$ cat src/rtl/requant_pkg.sv
// Shared requantization types, widths and the rounding divide-by-power-of-two helper.
// Combinational only; no latency and no backpressure.
package requant_pkg;

    localparam int OUT_W   = 8;
    localparam int SHIFT_W = 5;

    typedef struct packed {
        logic [SHIFT_W-1:0]      shift;
        logic signed [31:0]      offset;
        logic signed [OUT_W-1:0] act_min;
        logic signed [OUT_W-1:0] act_max;
    } elem_param_t;

    typedef struct packed {
        logic signed [31:0]      r1;
        logic signed [31:0]      offset;
        logic signed [OUT_W-1:0] act_min;
        logic signed [OUT_W-1:0] act_max;
    } stage1_t;

    // Round half away from zero: negative inputs need a strictly larger remainder to round up.
    function automatic logic signed [31:0] rdbpot(input logic signed [31:0] x,
                                                  input logic [SHIFT_W-1:0] sh);
        logic [31:0] mask;
        logic [31:0] rem;
        logic [31:0] thr;
        mask = (32'd1 << sh) - 32'd1;
        rem  = x & mask;
        thr  = (mask >> 1) + {31'd0, x[31]};
        return (x >>> sh) + ((rem > thr) ? 32'sd1 : 32'sd0);
    endfunction

endpackage

$ cat src/rtl/requant_post_if.sv
// Stream bundle between the multiply stage, requant_post and the response path.
// Signals only; handshake semantics live in requant_post.
interface requant_post_if;
    import requant_pkg::*;

    logic                    in_valid;
    logic                    in_ready;
    logic signed [31:0]      in_data;
    logic [SHIFT_W-1:0]      shift;
    logic signed [31:0]      offset;
    logic signed [OUT_W-1:0] act_min;
    logic signed [OUT_W-1:0] act_max;
    logic                    out_valid;
    logic                    out_ready;
    logic [31:0]             out_data;
    logic                    flush;

    modport slave (
        input  in_valid, in_data, shift, offset, act_min, act_max, out_ready, flush,
        output in_ready, out_valid, out_data
    );

    modport master (
        output in_valid, in_data, shift, offset, act_min, act_max, out_ready, flush,
        input  in_ready, out_valid, out_data
    );

endinterface

$ cat src/rtl/requant_pack.sv
// Packs four int8 results little-endian per 32-bit word; acts as the second pipeline register.
// Latency 1 cycle from a stage-1 result; in_rdy = !out_vld | out_rdy, whole word holds while stalled.
`ifdef REQUANT_POST_PACK_EN
module requant_pack
    import requant_pkg::*;
(
    input  logic             clk,
    input  logic             reset_n,
    input  logic             in_vld,
    input  logic [OUT_W-1:0] in_dat,
    output logic             in_rdy,
    input  logic             flush,
    output logic             out_vld,
    input  logic             out_rdy,
    output logic [31:0]      out_dat
);

    logic [1:0]  cnt;
    logic [31:0] word;
    logic [31:0] base;
    logic [31:0] nxt;
    logic [2:0]  fill;
    logic        emit;

    assign in_rdy  = !out_vld | out_rdy;
    assign out_dat = word;

    // A word being handed off this cycle is replaced by an empty one, so unfilled bytes stay 0.
    always_comb begin
        base = out_vld ? 32'd0 : word;
        nxt  = base;
        fill = {1'b0, cnt};
        if (in_vld) begin
            nxt  = base | (32'(in_dat) << {cnt, 3'b000});
            fill = fill + 3'd1;
        end
        emit = (fill == 3'd4) || (flush && (fill != 3'd0));
    end

    always_ff @(posedge clk or negedge reset_n) begin
        if (!reset_n) begin
            word    <= '0;
            cnt     <= '0;
            out_vld <= 1'b0;
        end else if (in_rdy) begin
            word    <= nxt;
            out_vld <= emit;
            cnt     <= emit ? 2'd0 : fill[1:0];
        end
    end

endmodule
`endif

$ cat src/rtl/requant_post.sv
// Requant tail: rounding shift, zero-point add, clamp to int8; 2-cycle latency, 1/cycle.
// in_ready = !out_valid | out_ready, both stages freeze together. REQUANT_POST_PACK_EN packs 4 per word.
module requant_post
    import requant_pkg::*;
(
    input  logic           clk,
    input  logic           reset_n,
    requant_post_if.slave  bus
);

    elem_param_t             prm;
    stage1_t                 s1_q;
    logic                    s1_vld;
    logic                    en;
    logic signed [32:0]      sum;
    logic signed [32:0]      lo;
    logic signed [32:0]      hi;
    logic signed [OUT_W-1:0] res;

    assign prm = '{shift: bus.shift, offset: bus.offset,
                   act_min: bus.act_min, act_max: bus.act_max};
    assign bus.in_ready = en;

    always_ff @(posedge clk or negedge reset_n) begin
        if (!reset_n) begin
            s1_vld <= 1'b0;
            s1_q   <= '0;
        end else if (en) begin
            s1_vld <= bus.in_valid;
            s1_q   <= '{r1: rdbpot(bus.in_data, prm.shift), offset: prm.offset,
                        act_min: prm.act_min, act_max: prm.act_max};
        end
    end

    // 33-bit sum so an extreme r1 plus offset saturates at the clamp instead of wrapping.
    always_comb begin
        sum = $signed({s1_q.r1[31], s1_q.r1}) + $signed({s1_q.offset[31], s1_q.offset});
        lo  = $signed({{(33-OUT_W){s1_q.act_min[OUT_W-1]}}, s1_q.act_min});
        hi  = $signed({{(33-OUT_W){s1_q.act_max[OUT_W-1]}}, s1_q.act_max});
        res = sum[OUT_W-1:0];
        if (sum < lo) begin
            res = s1_q.act_min;
        end else if (sum > hi) begin
            res = s1_q.act_max;
        end
    end

`ifdef REQUANT_POST_PACK_EN
    requant_pack u_pack (
        .clk     (clk),
        .reset_n (reset_n),
        .in_vld  (s1_vld),
        .in_dat  (res),
        .in_rdy  (en),
        .flush   (bus.flush),
        .out_vld (bus.out_valid),
        .out_rdy (bus.out_ready),
        .out_dat (bus.out_data)
    );
`else
    logic             s2_vld;
    logic [OUT_W-1:0] s2_q;
    logic             unused_flush;

    assign unused_flush  = bus.flush;
    assign en            = !s2_vld | bus.out_ready;
    assign bus.out_valid = s2_vld;
    assign bus.out_data  = {{(32-OUT_W){s2_q[OUT_W-1]}}, s2_q};

    always_ff @(posedge clk or negedge reset_n) begin
        if (!reset_n) begin
            s2_vld <= 1'b0;
            s2_q   <= '0;
        end else if (en) begin
            s2_vld <= s1_vld;
            if (s1_vld) begin
                s2_q <= res;
            end
        end
    end
`endif

endmodule

$ cat src/flat_wrapper.sv
// flat-port wrapper written by rule: the top's interface ports become plain ports
module requant_post_flat import requant_pkg::*;
  (clk, reset_n, bus_in_valid, bus_in_data, bus_shift, bus_offset, bus_act_min, bus_act_max, bus_out_ready, bus_flush, bus_in_ready, bus_out_valid, bus_out_data);
  requant_post_if bus_i ();
  input  logic clk;
  input  logic reset_n;
  input wire logic [$bits(bus_i.in_valid)-1:0] bus_in_valid;
  input wire logic [$bits(bus_i.in_data)-1:0] bus_in_data;
  input wire logic [$bits(bus_i.shift)-1:0] bus_shift;
  input wire logic [$bits(bus_i.offset)-1:0] bus_offset;
  input wire logic [$bits(bus_i.act_min)-1:0] bus_act_min;
  input wire logic [$bits(bus_i.act_max)-1:0] bus_act_max;
  input wire logic [$bits(bus_i.out_ready)-1:0] bus_out_ready;
  input wire logic [$bits(bus_i.flush)-1:0] bus_flush;
  output wire logic [$bits(bus_i.in_ready)-1:0] bus_in_ready;
  output wire logic [$bits(bus_i.out_valid)-1:0] bus_out_valid;
  output wire logic [$bits(bus_i.out_data)-1:0] bus_out_data;
  assign bus_i.in_valid = bus_in_valid;
  assign bus_i.in_data = bus_in_data;
  assign bus_i.shift = bus_shift;
  assign bus_i.offset = bus_offset;
  assign bus_i.act_min = bus_act_min;
  assign bus_i.act_max = bus_act_max;
  assign bus_i.out_ready = bus_out_ready;
  assign bus_i.flush = bus_flush;
  assign bus_in_ready = bus_i.in_ready;
  assign bus_out_valid = bus_i.out_valid;
  assign bus_out_data = bus_i.out_data;
  requant_post u_core (.clk(clk), .reset_n(reset_n), .bus(bus_i));
endmodule
$ cat config.mk
export PLATFORM = sky130hd
export DESIGN_NAME = requant_post_flat
export DESIGN_NICKNAME = d
export VERILOG_FILES = /design/src/rtl/requant_pkg.sv /design/src/rtl/requant_post_if.sv /design/src/rtl/requant_pack.sv /design/src/rtl/requant_post.sv /design/src/flat_wrapper.sv
export SDC_FILE = /design/constraint.sdc
export NUM_CORES = 1
export LEC_CHECK = 0
export ABC_AREA = 1
export CAP_MARGIN = 30
export CORE_ASPECT_RATIO = 0.8
export CORE_MARGIN = 2
export CORE_UTILIZATION = 64
export DETAILED_ROUTE_END_ITERATION = 12
export GPL_TIMING_DRIVEN = 1
export PLACE_DENSITY = 0.88
export SYNTH_ARGS = -nofsm -noshare
export SYNTH_HDL_FRONTEND = slang
export SYNTH_HIERARCHICAL = 1
export SYNTH_SLANG_ARGS = --single-unit
$ cat constraint.sdc
create_clock -name clk -period 8.5 [get_ports clk]
set_input_delay 1.7 -clock clk [delete_from_list [all_inputs] [get_ports clk]]
set_output_delay 1.7 -clock clk [all_outputs]
set_load 0.1 [all_outputs]
# Word-level counts from Yosys, hierarchy flattened
# Cells that the tools add are included.
word_totals:
  reg_bits: 90
  latch_bits: 0
  ram_bits: 0
  romBits: 0
  input_bits: 90
  out_inout_bits: 34
  wordCells: 23
  mem_count: 0
op_classes:
  addsub: 4
  multipliers: 0
  div_mod_pow: 0
  n_lt_le_gt_ge: 3
  eq_ne: 0
  shifts: 2
  muxes: 3
  bitwise_logic: 2
  reduce_logical: 2
ops:
  columns: ["operator", "count"]
  rows:
  - ["$add 32x32->33", 1]
  - ["$gt 33x8->1", 1]
  - ["$lt 33x8->1", 1]
  - ["$add 31x1->32", 1]
  - ["$add 32x32->32", 1]
  - ["$and 32x32->32", 1]
  - ["$gt 32x32->1", 1]
  - ["$shl 1x5->32 const A", 1]
  - ["$sshr 32x5->32", 1]
  - ["$sub 32x1->32 const B", 1]
  - ["$mux 8", 2]
  - ["$reduce_and 2->1", 1]
  - ["$logic_not 1->1", 1]
  - ["$mux 1", 1]
  - ["$or 1x1->1", 1]

# Longest topological paths before layout
# Gate-level depths: netlist of the first run.
logic_depth:
  ltp_word: 6
  depth_mapped: 36

# Worst setup path before layout of the first run
# OpenSTA, ideal clock, no wires.
synth_path:
  path_type: "input -> register"
  start: "in bus_shift[0]"
  end: "reg u_core/s1_q[76] (netlist name)"
  setup_ns: 0.118
  arrival_time_ns: 5.655
  required_time_ns: 8.382
  setup_slack_ns: 2.727
  cell_stages: 34
  n_path_buf: 1
  path_cell_list: "buf_6 -> nor2_4 -> nand3_1 -> inv_2 -> nand2_1 -> ha_1 -> inv_1 -> ha_1 -> ha_1 -> nand3_2 -> nor2_1 -> nand2_2 -> nor2_4 -> nand3_2 -> clkinv_1 -> nand2_1 -> ha_1 -> nand2_1 -> inv_1 -> nand3_1 -> nor4_1 -> inv_1 -> o2111ai_1 -> a21oi_1 -> a31oi_1 -> ha_1 -> ha_1 -> nand2_1 -> nor2_2 -> nand2_2 -> nor2_2 -> nand3_1 -> nand3_1 -> nand2_1"
synth_via:
  elab_chain_len: 6
  word_cells_on_any_way: 8
  classes_between: "3 x add/sub; 1 x order compare; 2 x shift; 1 x mux; 1 x bitwise"
synth_lines:
  columns: ["element", "line", "text"]
  rows:
  - ["start, declared", "flat_wrapper.sv:9", "input wire logic [$bits(bus_i.shift)-1:0] bus_shift;"]
  - ["$shl 1x5->32", "requant_pkg.sv:28", "mask = (32'd1 << sh) - 32'd1;"]
  - ["$sub 32x1->32", "requant_pkg.sv:28", null]
  - ["$add 31x1->32 / $and 32x32->32 (equally long branches)", "requant_pkg.sv:30, requant_pkg.sv:29", null]
  - ["$gt 32x32->1", "requant_pkg.sv:31", "return (x >>> sh) + ((rem > thr) ? 32'sd1 : 32'sd0);"]
  - ["$mux 1", "requant_pkg.sv:31", null]
  - ["$add 32x32->32 (*)", "requant_pkg.sv:31", null]
  - ["end signal, assigned", "requant_post.sv:30", "s1_q <= '{r1: rdbpot(bus.in_data, prm.shift), offset: prm.offset,"]
  - ["end, declared", "requant_post.sv:12", "stage1_t s1_q;"]
# Mark *: on every way between the ends. The rest lies on a longest branch, timed or not.
# A chain may end at the register's enable or synchronous reset.

# Worst setup path after layout of the first run
layout_path:
  start: "in bus_shift[0]"
  end: "reg u_core/s1_q[70] (netlist name)"
# Same word-level chain as after synthesis.

==> results.sh, run 1 <==
export IMPL_gp_routability_congestion=1.038
export IMPL_ys_ff_latch=90
export IMPL_number_of_nets_still_failing_antenna_checks_after_routing=0
export IMPL_insertion_delay_ns=0.35
export IMPL_number_of_buffers_inserted_during_clock_tree_synthesis=9
export IMPL_synth_edf_count=0
export IMPL_worst_r2r_path_depth=23
export IMPL_max_cap_violations=0
export IMPL_ctsResizeCount=0
export IMPL_htreeDepth=3
export IMPL_drive_gt1_share_pct=5.583
export IMPL_num_antenna_cells=0
export IMPL_crit_family="simple AND/OR/NAND/NOR gates"
export IMPL_whs_path_depth=2
export IMPL_maxClockFrequency_mhz=132.9
export IMPL_synth_cells_most_frequent="nand2_1 (626), nand3_1 (276), inv_1 (172)"
export IMPL_n_fill_cell=1617
export IMPL_critical_path_slowest_cell="clkdlybuf4s50_1"
export IMPL_cp_startpoint="bus_shift[0]"
export IMPL_totalWireLength_mm=38.49
export IMPL_register_area_um2=2252
export IMPL_comb_power_share_pct=70.7
export IMPL_cts_reportedPaths_clkPinSlew_ns=0.07
export IMPL_yosysMostFrequentCell="nand2_1"
export IMPL_hold_class="flop to flop"
export IMPL_tritoncts_clock_tree="done"
export IMPL_synth_largest_area_cell="nand2_1"
export IMPL_internal_power_uw=1445
export IMPL_cts_max_path_buffers=2
export IMPL_drc=0
export IMPL_area_occupied_by_multi_input_gates_um2=8650
export IMPL_wire_per_inst_um=17.00
export IMPL_postSynthCellCount=1928
export IMPL_skew_ns=0.009666
export IMPL_final_hold_viol_count=0
export IMPL_grt_setup_unrepaired="false"
export IMPL_net_load_switching_power_uw=1934
export IMPL_io_pin_count=124
export IMPL_yosys_warnings=6
export IMPL_seqPwrFrac_pct=17.1
export IMPL_dp_hpwl_mm=30.88
export IMPL_worst_slew_pin_slew_ns=0.9781
export IMPL_path_max_fanout=25
export IMPL_die_x_um=157.9
export IMPL_antenna_found_initial=0
export IMPL_powerDensity_nw_per_um2=247.2
export IMPL_critical_path_reg2reg_endpoint="u_core/s2_q[0]"
export IMPL_viasPerCell=5.970
export IMPL_syn_area_per_cell_um2=6.291
export IMPL_grt_usage_pct=38.75
export IMPL_path_class="input port to flop"
export IMPL_crit_reg2reg_launch="u_core/s1_q[50]"
export IMPL_clk_root_buffer_cell="clkbuf_16"
export IMPL_p_clk_share_pct=12.2
export IMPL_critPathBufInv=7
export IMPL_crit_arrival_ns=7.76
export IMPL_outcome="finished, final reports clean"
export IMPL_reg2reg_slack_ns=3.08
export IMPL_vias=13520
export IMPL_dr_first_iter_drc_count=1851
export IMPL_via_count_of_the_first_global_routing_pass=11990
export IMPL_initial_utilization_pct=64.69
export IMPL_place_port_buffers=122
export IMPL_sum_neg_setup_slack_ns=0
export IMPL_fp_coreArea_um2=18750
export IMPL_crit_path_max_incr_delay_ns=0.71
export IMPL_p_leak_uw=0.007198
export IMPL_nets=2226
export IMPL_cts_hold_repair_buffers=0
export IMPL_grt_start_max_net_pins=99
export IMPL_floorplan_die_area_um2=20080
export IMPL_vdd_ir_drop_max_uv=341.8
export IMPL_worst_setup_path_endpoint="u_core/s1_q[70]"
export IMPL_syn2layout_area_growth_pct=12.72
export IMPL_setup_violations_final=0
export IMPL_cell_area_after_technology_mapping_um2=12130
export IMPL_report_final_slew_viol_count=0
export IMPL_critPathLaunchType="input port"
export IMPL_layout_min_cycle_time_ns=7.525
export IMPL_synthArstFlopShare_pct=100.0
export IMPL_synthDistinctLibCells=53
export IMPL_grt_pass1_wl_mm=61.31
export IMPL_cts_sink_count=90
export IMPL_min_period_over_period_pct=88.53
export IMPL_cts_setup_buffers=0
export IMPL_std_cell_rows=45
export IMPL_synth_area_leaders="nand2_1 (19%), dfrtp_1 (19%), ha_1 (14%)"
export IMPL_end_kind="flop"
export IMPL_cp_num_cells=34
export IMPL_global_route_overflow_total=0
export IMPL_yosys_most_used_dff="dfrtp_1"
export IMPL_worst_ep_required_time_ns=8.74
export IMPL_final_core_utilization_pct=72.92
export IMPL_nets_in_the_synthesized_netlist=2153
export IMPL_synth_yosys_seq_area_share_pct=18.57
export IMPL_switch_share_pct=57.24
export IMPL_slew_limit_headroom_pct=34.59
export IMPL_fp_dieH_um=127.1
export IMPL_detailedRoute_firstPassIterationCount=6
export IMPL_synthDominantCellAreaShare_pct=19.37
export IMPL_critPathMostFrequentCell="nand2_1"
-- routing by layer --
layer  GRT usage [%]  routed length (um)
met1           59.92               17870
met2           51.94               14500
met4           5.561                 376
met5               0                   0
met3           14.04                5746
-- worst reg2reg max path, stage by stage, from the launching register on --
cell      delay [ns]
dfrtp_1         0.39
ha_1            0.36
a21oi_1         0.10
nand2_1         0.11
a21boi_0        0.24
o21ai_0         0.67
a21boi_0        0.27
o21ai_0         0.49
nand2_1         0.12
nand2_1         0.12
xor2_1          0.25
ha_1            0.29
nand2_1         0.07
inv_1           0.05
o21ai_0         0.06
nand2_1         0.07
nand2_1         0.05
o211ai_1        0.11
a21oi_1         0.38
nand4_1         0.45
nand2_1         0.40
nand3_1         0.14
nand2_1         0.09
nand2_1         0.05
-- worst min-delay path by stage --
| stage | start | end | slack (ns) |
|---|---|---|---|
| 2_1_floorplan | u_core/s1_vld | u_core/bus.out_valid | 0.43 |
| 6_report | u_core/s1_vld | u_core/bus.out_valid | 0.48 |
| 4_1_cts | u_core/s1_vld | u_core/bus.out_valid | 0.48 |
| 5_1_grt | u_core/s2_q[2] | u_core/s2_q[2] | 0.50 |
| 3_3_place_gp | u_core/s1_vld | u_core/bus.out_valid | 0.45 |
| 3_5_place_dp | u_core/s1_vld | u_core/bus.out_valid | 0.46 |
-- cell families (layout without fill, tap and decap cells) --
logic type,after synthesis,count (layout),share of synthesized area (%)
simple gates,1162,1162,42.70
xor+xnor,69,69,5.292
fa+ha+maj,135,135,13.99
flops,90,90,18.57
other cells,2,2,0.06192
buf+inv,269,347,10.18
compound gates,201,201,9.212
-- placed cells by master (no fill, tap or decap), types with 10 or more instances in the layout --
master,netlist,final
nor3_1,19,19
nor2_1,137,136
nor2_4,9,10
xor2_1,46,46
xnor2_1,18,18
dfrtp_1,90,90
ha_1,134,134
buf_4,32,23
nor2_2,12,12
nand4_1,41,41
inv_1,172,172
a21oi_1,91,91
nand2_1,626,626
clkdlybuf4s50_1,0,121
o21ai_0,67,67
nand3_1,276,276
-- cell type report --
cell class	instances	area share (%)
timing repair buffer	146	10.52
inverter	185	5.134
tap	258	2.361
clock buffer	10	1.748
multi-input combinational	1569	63.27
sequential	90	16.47
clock inverter	6	0.4942
-- metrics by stage --
step                std cells  total power, uW  setup WS (ns)  hold WS (ns)  cell area [um2]
finish                   2264             3379         0.9748        0.4807            13670
global route             2264             3625         0.5243        0.5033            13670
CTS                      2262             3325          1.245        0.4812            13620
detailed placement       2246             2895         0.9107        0.4565            13310
global placement         2246             2815          1.032        0.4476            13310
floorplan                1928             2390          2.727        0.4317            12130
-- power groups by stage --
stage / clock, uW / combinational [uW] / sequential (uW)
global placement: 0 / 2240 / 577
global route: 435 / 2610 / 584
detailed placement: 0 / 2310 / 581
floorplan: 0 / 1690 / 697
finish: 413 / 2390 / 576
CTS: 417 / 2330 / 574
-- state kept, by name, summed over array words and instances (netlist names) --
name                  cells
u_core/bus.out_valid      1
u_core/hi                 8
u_core/s2_q               8
u_core/s1_vld             1
u_core/lo                 8
u_core/s1_q              64
Note: power is estimated with default switching activity, not from simulation.
==> run 2, diff against run 1 <==
--- a/config.mk
+++ b/config.mk
@@ -6,13 +6,14 @@
 export NUM_CORES = 1
 export LEC_CHECK = 0
 export ABC_AREA = 1
-export CAP_MARGIN = 30
+export CAP_MARGIN = 15
 export CORE_ASPECT_RATIO = 0.8
 export CORE_MARGIN = 2
-export CORE_UTILIZATION = 64
+export CORE_UTILIZATION = 65
+export CTS_BUF_LIST = sky130_fd_sc_hd__clkbuf_8
 export DETAILED_ROUTE_END_ITERATION = 12
 export GPL_TIMING_DRIVEN = 1
-export PLACE_DENSITY = 0.88
+export PLACE_DENSITY = 0.9
 export SYNTH_ARGS = -nofsm -noshare
 export SYNTH_HDL_FRONTEND = slang
 export SYNTH_HIERARCHICAL = 1
==> run 2 against run 1 <==
  * Via count fell by 0.24%
  * Global-route usage rose by 0.55 points
  * Count of clock-buffer cells in the layout fell by 1
  * Critical path type unchanged
  * Critical endpoint is now u_core/s1_q[76]
  * Largest power group unchanged
==> results.sh, run 2 (synthesis results as in run 1) <==
export IMPL_global_route_overflow_total=0
export IMPL_critPathLaunchType="input port"
export IMPL_antenna_found_initial=0
export IMPL_path_max_fanout=12
export IMPL_number_of_nets_still_failing_antenna_checks_after_routing=0
export IMPL_n_fill_cell=1504
export IMPL_comb_power_share_pct=73.2
export IMPL_floorplan_die_area_um2=19780
export IMPL_worst_ep_required_time_ns=8.79
export IMPL_skew_ns=0.01914
export IMPL_io_pin_count=124
export IMPL_drc=0
export IMPL_min_period_over_period_pct=88.86
export IMPL_gp_routability_congestion=1.033
export IMPL_totalWireLength_mm=38.98
export IMPL_initial_utilization_pct=66.56
export IMPL_path_class="input port to flop"
export IMPL_vias=13480
export IMPL_largest_register_ff_count=64
export IMPL_cts_setup_buffers=0
export IMPL_max_cap_violations=0
export IMPL_nets=2223
export IMPL_setup_slack_ns=0.9470
export IMPL_crit_arrival_ns=7.85
export IMPL_place_detailed_instances=2240
export IMPL_cts_max_path_buffers=2
export IMPL_viasPerCell=5.979
export IMPL_num_antenna_cells=0
export IMPL_cts_hold_repair_buffers=0
export IMPL_final_common_cell="nand2_1"
export IMPL_die_x_um=156.7
export IMPL_grt_start_max_net_pins=99
export IMPL_vdd_ir_drop_max_uv=323.0
export IMPL_place_port_buffers=122
export IMPL_final_hold_viol_count=0
export IMPL_insertion_delay_ns=0.38
export IMPL_number_of_buffers_inserted_during_clock_tree_synthesis=9
export IMPL_report_final_slew_viol_count=0
export IMPL_layout_min_cycle_time_ns=7.553
export IMPL_grt_setup_unrepaired="false"
export IMPL_wire_per_inst_um=17.28
export IMPL_wl_met2_mm=15.04
export IMPL_sum_neg_setup_slack_ns=0
export IMPL_clk_root_buffer_cell="clkbuf_8"
export IMPL_setup_violations_final=0
export IMPL_dp_slack_ns=0.7245
export IMPL_critPathMostFrequentCell="nand2_1"
export IMPL_registers_top_by_ff_count="u_core/s1_q"
export IMPL_net_load_switching_power_uw=1929
export IMPL_detailedRoute_firstPassIterationCount=6
export IMPL_reg2reg_slack_ns=3.23
export IMPL_p_leak_uw=0.007109
export IMPL_crit_path_max_incr_delay_ns=0.69
export IMPL_route_met3_wl_mm=6.173
export IMPL_grt_usage_pct=39.29
export IMPL_std_cell_rows=44
export IMPL_layout_cells_most_common_list="nand2_1 (626), nand3_1 (276), inv_1 (173)"
export IMPL_syn2layout_area_growth_pct=11.19
export IMPL_fp_dieH_um=126.2
export IMPL_fp_coreArea_um2=18220
export IMPL_dr_first_iter_drc_count=1918
export IMPL_tritoncts_clock_tree="done"
export IMPL_grt_pass1_wl_mm=61.50
export IMPL_p_clk_share_pct=9.2
export IMPL_switch_share_pct=58.72
export IMPL_powerDensity_nw_per_um2=243.6
export IMPL_maxClockFrequency_mhz=132.4
export IMPL_hold_class="flop to flop"
export IMPL_outcome="finished, final reports clean"
export IMPL_cts_reportedPaths_clkPinSlew_ns=0.09
export IMPL_final_instance_count_excl_fill=2255
export IMPL_dp_hpwl_mm=31.59
export IMPL_dr_max_layer_used="met4"
export IMPL_end_kind="flop"
export IMPL_critical_path_slowest_cell="clkdlybuf4s50_1"
export IMPL_detail_route_wirelength_met1_mm=17.32
export IMPL_seqPwrFrac_pct=17.6
export IMPL_via_count_of_the_first_global_routing_pass=12040
export IMPL_slew_limit_headroom_pct=27.91
export IMPL_worst_slew_pin_slew_ns=1.080
export IMPL_cts_sink_count=90
export IMPL_drive_gt1_share_pct=5.345
export IMPL_htreeDepth=3
export IMPL_ctsResizeCount=0
export IMPL_internal_power_uw=1356
[run 2: final cells by class]
type	instances	area [um2]	share of cell area, %
Multi-Input combinational cell	1569	8650	64.13
Sequential cell	90	2252	16.70
Timing Repair Buffer	143	1376	10.21
Inverter	185	701.9	5.205
Tap cell	253	316.6	2.347
Clock buffer	9	123.9	0.9185
Clock inverter	6	66.31	0.4917
[run 2: through the flow]
step	util [%]	total power, uW	hold WS [ns]	cell area [um2]
floorplan	-	2390	0.4317	12130
global placement	72.97	2809	0.4476	13300
detailed placement	72.97	2903	0.4622	13300
CTS	74.01	3221	0.4755	13490
global route	74.01	3511	0.5151	13490
finish	74.01	3285	0.4753	13490
[run 2: worst paths after layout]
path / cells after the start / from / endpoint
hold reg to reg: 2 / u_core/s1_vld / u_core/bus.out_valid
max in group asynchronous: 2 / reset_n / u_core/hi[0]
min in group asynchronous: 1 / reset_n / u_core/s1_q[63]
setup reg to reg: 26 / u_core/s1_q[48] / u_core/s2_q[3]
hold / removal: 2 / u_core/s1_vld / u_core/bus.out_valid
setup / recovery: 35 / bus_shift[0] / u_core/s1_q[76]
[run 2: power by group through the flow]
stage                     clock network (uW)  registers, uW  logic, uW
after CTS                                302            575       2340
after detailed placement                   0            581       2320
final                                    301            578       2410
after floorplan                            0            697       1690
after global placement                     0            576       2230
after global routing                     323            586       2600
[run 2: worst max-delay path, delay by kind of cell]
kind,cells,cell delay [ns]
adder cells (fa/ha/maj),6,1.45
AO/OA/AOI/OAI,3,0.70
AND/OR/NAND/NOR,20,2.80
buffers and inverters,6,1.16
[run 2: layer usage]
metal,vias up,global-route usage [%]
met5,-,0
met4,0,5.613
met3,51,14.76
met2,870,53.33
met1,6075,59.87
li1,6486,-
==> run 3, diff against run 2 <==
--- a/config.mk
+++ b/config.mk
@@ -9,11 +9,11 @@
 export CAP_MARGIN = 15
 export CORE_ASPECT_RATIO = 0.8
 export CORE_MARGIN = 2
-export CORE_UTILIZATION = 65
+export CORE_UTILIZATION = 45
 export CTS_BUF_LIST = sky130_fd_sc_hd__clkbuf_8
 export DETAILED_ROUTE_END_ITERATION = 12
-export GPL_TIMING_DRIVEN = 1
-export PLACE_DENSITY = 0.9
+export GPL_TIMING_DRIVEN = 0
+export PLACE_DENSITY = 0.66
 export SYNTH_ARGS = -nofsm -noshare
 export SYNTH_HDL_FRONTEND = slang
 export SYNTH_HIERARCHICAL = 1
==> run 3 against run 2 <==
  * Die area grew 43%
  * Non-clock buffer count is 60 higher
  * Combinational power up 3%
==> results.sh, run 3 (synthesis results as in run 1) <==
export IMPL_dr_first_iter_drc_count=1457
export IMPL_setup_slack_ns=0.4326
export IMPL_viasPerCell=5.532
export IMPL_final_common_cell="nand2_1"
export IMPL_totalWireLength_mm=44.35
export IMPL_num_antenna_cells=0
export IMPL_vdd_ir_drop_max_uv=254.8
export IMPL_layout_min_cycle_time_ns=8.067
export IMPL_number_of_buffers_inserted_during_clock_tree_synthesis=9
export IMPL_path_class="input port to flop"
export IMPL_crit_arrival_ns=8.37
export IMPL_sum_neg_setup_slack_ns=0
export IMPL_critPathLaunchType="input port"
export IMPL_crit_path_max_incr_delay_ns=0.57
export IMPL_syn2layout_area_growth_pct=15.26
export IMPL_number_of_nets_still_failing_antenna_checks_after_routing=0
export IMPL_htreeDepth=3
export IMPL_whs_path_depth=2
export IMPL_tritoncts_clock_tree="done"
export IMPL_detailedRoute_firstPassIterationCount=7
export IMPL_clk_root_buffer_cell="clkbuf_8"
export IMPL_slew_limit_headroom_pct=27.09
export IMPL_gp_routability_congestion=1.010
export IMPL_insertion_delay_ns=0.41
export IMPL_cts_max_path_buffers=2
export IMPL_largest_register_ff_count=64
export IMPL_end_kind="flop"
export IMPL_outcome="finished, final reports clean"
export IMPL_cts_sink_count=90
export IMPL_crit_family="simple AND/OR/NAND/NOR gates"
export IMPL_drive_gt1_share_pct=7.222
export IMPL_min_period_over_period_pct=94.91
export IMPL_wire_per_inst_um=18.32
export IMPL_grt_usage_pct=31.22
export IMPL_grt_start_max_net_pins=68
export IMPL_path_max_fanout=10
export IMPL_place_port_buffers=118
export IMPL_report_final_slew_viol_count=0
export IMPL_initial_utilization_pct=45.96
export IMPL_vias=13390
export IMPL_die_x_um=187.6
export IMPL_cts_hold_repair_buffers=0
export IMPL_grt_setup_unrepaired="false"
export IMPL_cp_num_cells=31
export IMPL_grt_pass1_wl_mm=67.79
export IMPL_final_core_utilization_pct=52.97
export IMPL_worst_slew_pin_slew_ns=1.082
export IMPL_std_cell_rows=53
export IMPL_maxClockFrequency_mhz=124.0
export IMPL_via_count_of_the_first_global_routing_pass=11930
export IMPL_cts_reportedPaths_clkPinSlew_ns=0.11
export IMPL_global_route_overflow_total=0
export IMPL_hold_class="flop to flop"
export IMPL_powerDensity_nw_per_um2=240.0
export IMPL_p_leak_uw=0.007322
export IMPL_drc=0
export IMPL_antenna_found_initial=0
export IMPL_fp_coreArea_um2=26390
export IMPL_critPathBufInv=7
export IMPL_nets=2283
export IMPL_max_cap_violations=0
export IMPL_dp_hpwl_mm=37.43
export IMPL_skew_ns=0.01781
export IMPL_worst_ep_required_time_ns=8.81
export IMPL_floorplan_die_area_um2=28290
export IMPL_io_pin_count=124
export IMPL_final_hold_viol_count=0
export IMPL_worst_r2r_path_depth=23
export IMPL_layout_cells_most_common_list="nand2_1 (626), nand3_1 (276), inv_1 (173)"
export IMPL_setup_violations_final=0
export IMPL_dp_slack_ns=0.008062
export IMPL_critical_path_slowest_cell="clkdlybuf4s50_1"
export IMPL_fp_dieH_um=150.8
export IMPL_registers_top_by_ff_count="u_core/s1_q"
## run 3: cell types whose count changed in the layout (fill, tap and decap cells not counted), sizes merged, moves of 2 or more
cell           previous run  this run
clkinv                    2         4
clkdlybuf4s50           121       117
buf                      22        66
clkbuf                    9        29
## run 3: worst register-to-register path: cells and delay by family, from the launching register on
| kind | cells | cell delay, ns |
|---|---|---|
| AOI/OAI and AO/OA | 8 | 2.51 |
| adders and majority gates | 2 | 0.63 |
| xor gates and xnor gates | 1 | 0.23 |
| and+or+nand+nor | 11 | 1.60 |
| buffers and inverters | 1 | 0.05 |
| DFF | 1 | 0.39 |
## run 3: final timing paths
check / startpoint / end / slack (ns)
hold reg to reg: u_core/s2_q[1] / u_core/s2_q[1] / 0.49
setup reg to reg: u_core/s1_q[18] / u_core/s2_q[3] / 2.96
max in group asynchronous: reset_n / u_core/hi[4] / 6.64
hold / removal: u_core/s2_q[1] / u_core/s2_q[1] / 0.49
setup / recovery: bus_shift[4] / u_core/s1_q[78] / 0.43
min in group asynchronous: reset_n / u_core/s1_q[33] / 1.19
## run 3: power breakdown
group / leakage [uW] / internal, uW / total [uW] / switching (uW)
Clock: 0.0000948 / 111 / 295 / 184
Combinational: 0.00614 / 781 / 2490 / 1710
Sequential: 0.00109 / 505 / 570 / 64.9
Total: 0.00732 / 1400 / 3360 / 1960
## run 3: layer usage
metal	track usage (%)	vias up	share of wire [%]
li1	-	6609	-
met1	50.82	6171	52
met2	38.44	581	35
met3	10.75	25	13
met4	3.504	2	0.80
met5	1.748	-	0.15
## run 3: timing repair
| action | CTS | global route |
|---|---|---|
| endpoints found under the setup margin | 0 | 11 |
| buffers inserted | 0 | 0 |
| gates resized for setup | 0 | 2 |
## run 3: metrics by stage
stage	area (um2)	hold slack [ns]	total power [uW]	std cells
after global placement	13760	0.4664	2977	2403
after CTS	13970	0.4899	3326	2420
after floorplan	12130	0.4317	2390	1928
after detailed placement	13780	0.4640	3022	2404
final	13980	0.4857	3355	2420
after global routing	13980	0.5113	3621	2420
## run 3: final cells by class
cell class	instances	area, um2
multi-input cells	1569	8653
fillers	2767	12410
clock inverters	7	62.56
inverters	185	701.9
clock buffers	9	123.9
plain buffers	84	533.0
well taps	357	446.7
flip-flops and latches	90	2252
repair buffers	119	1206
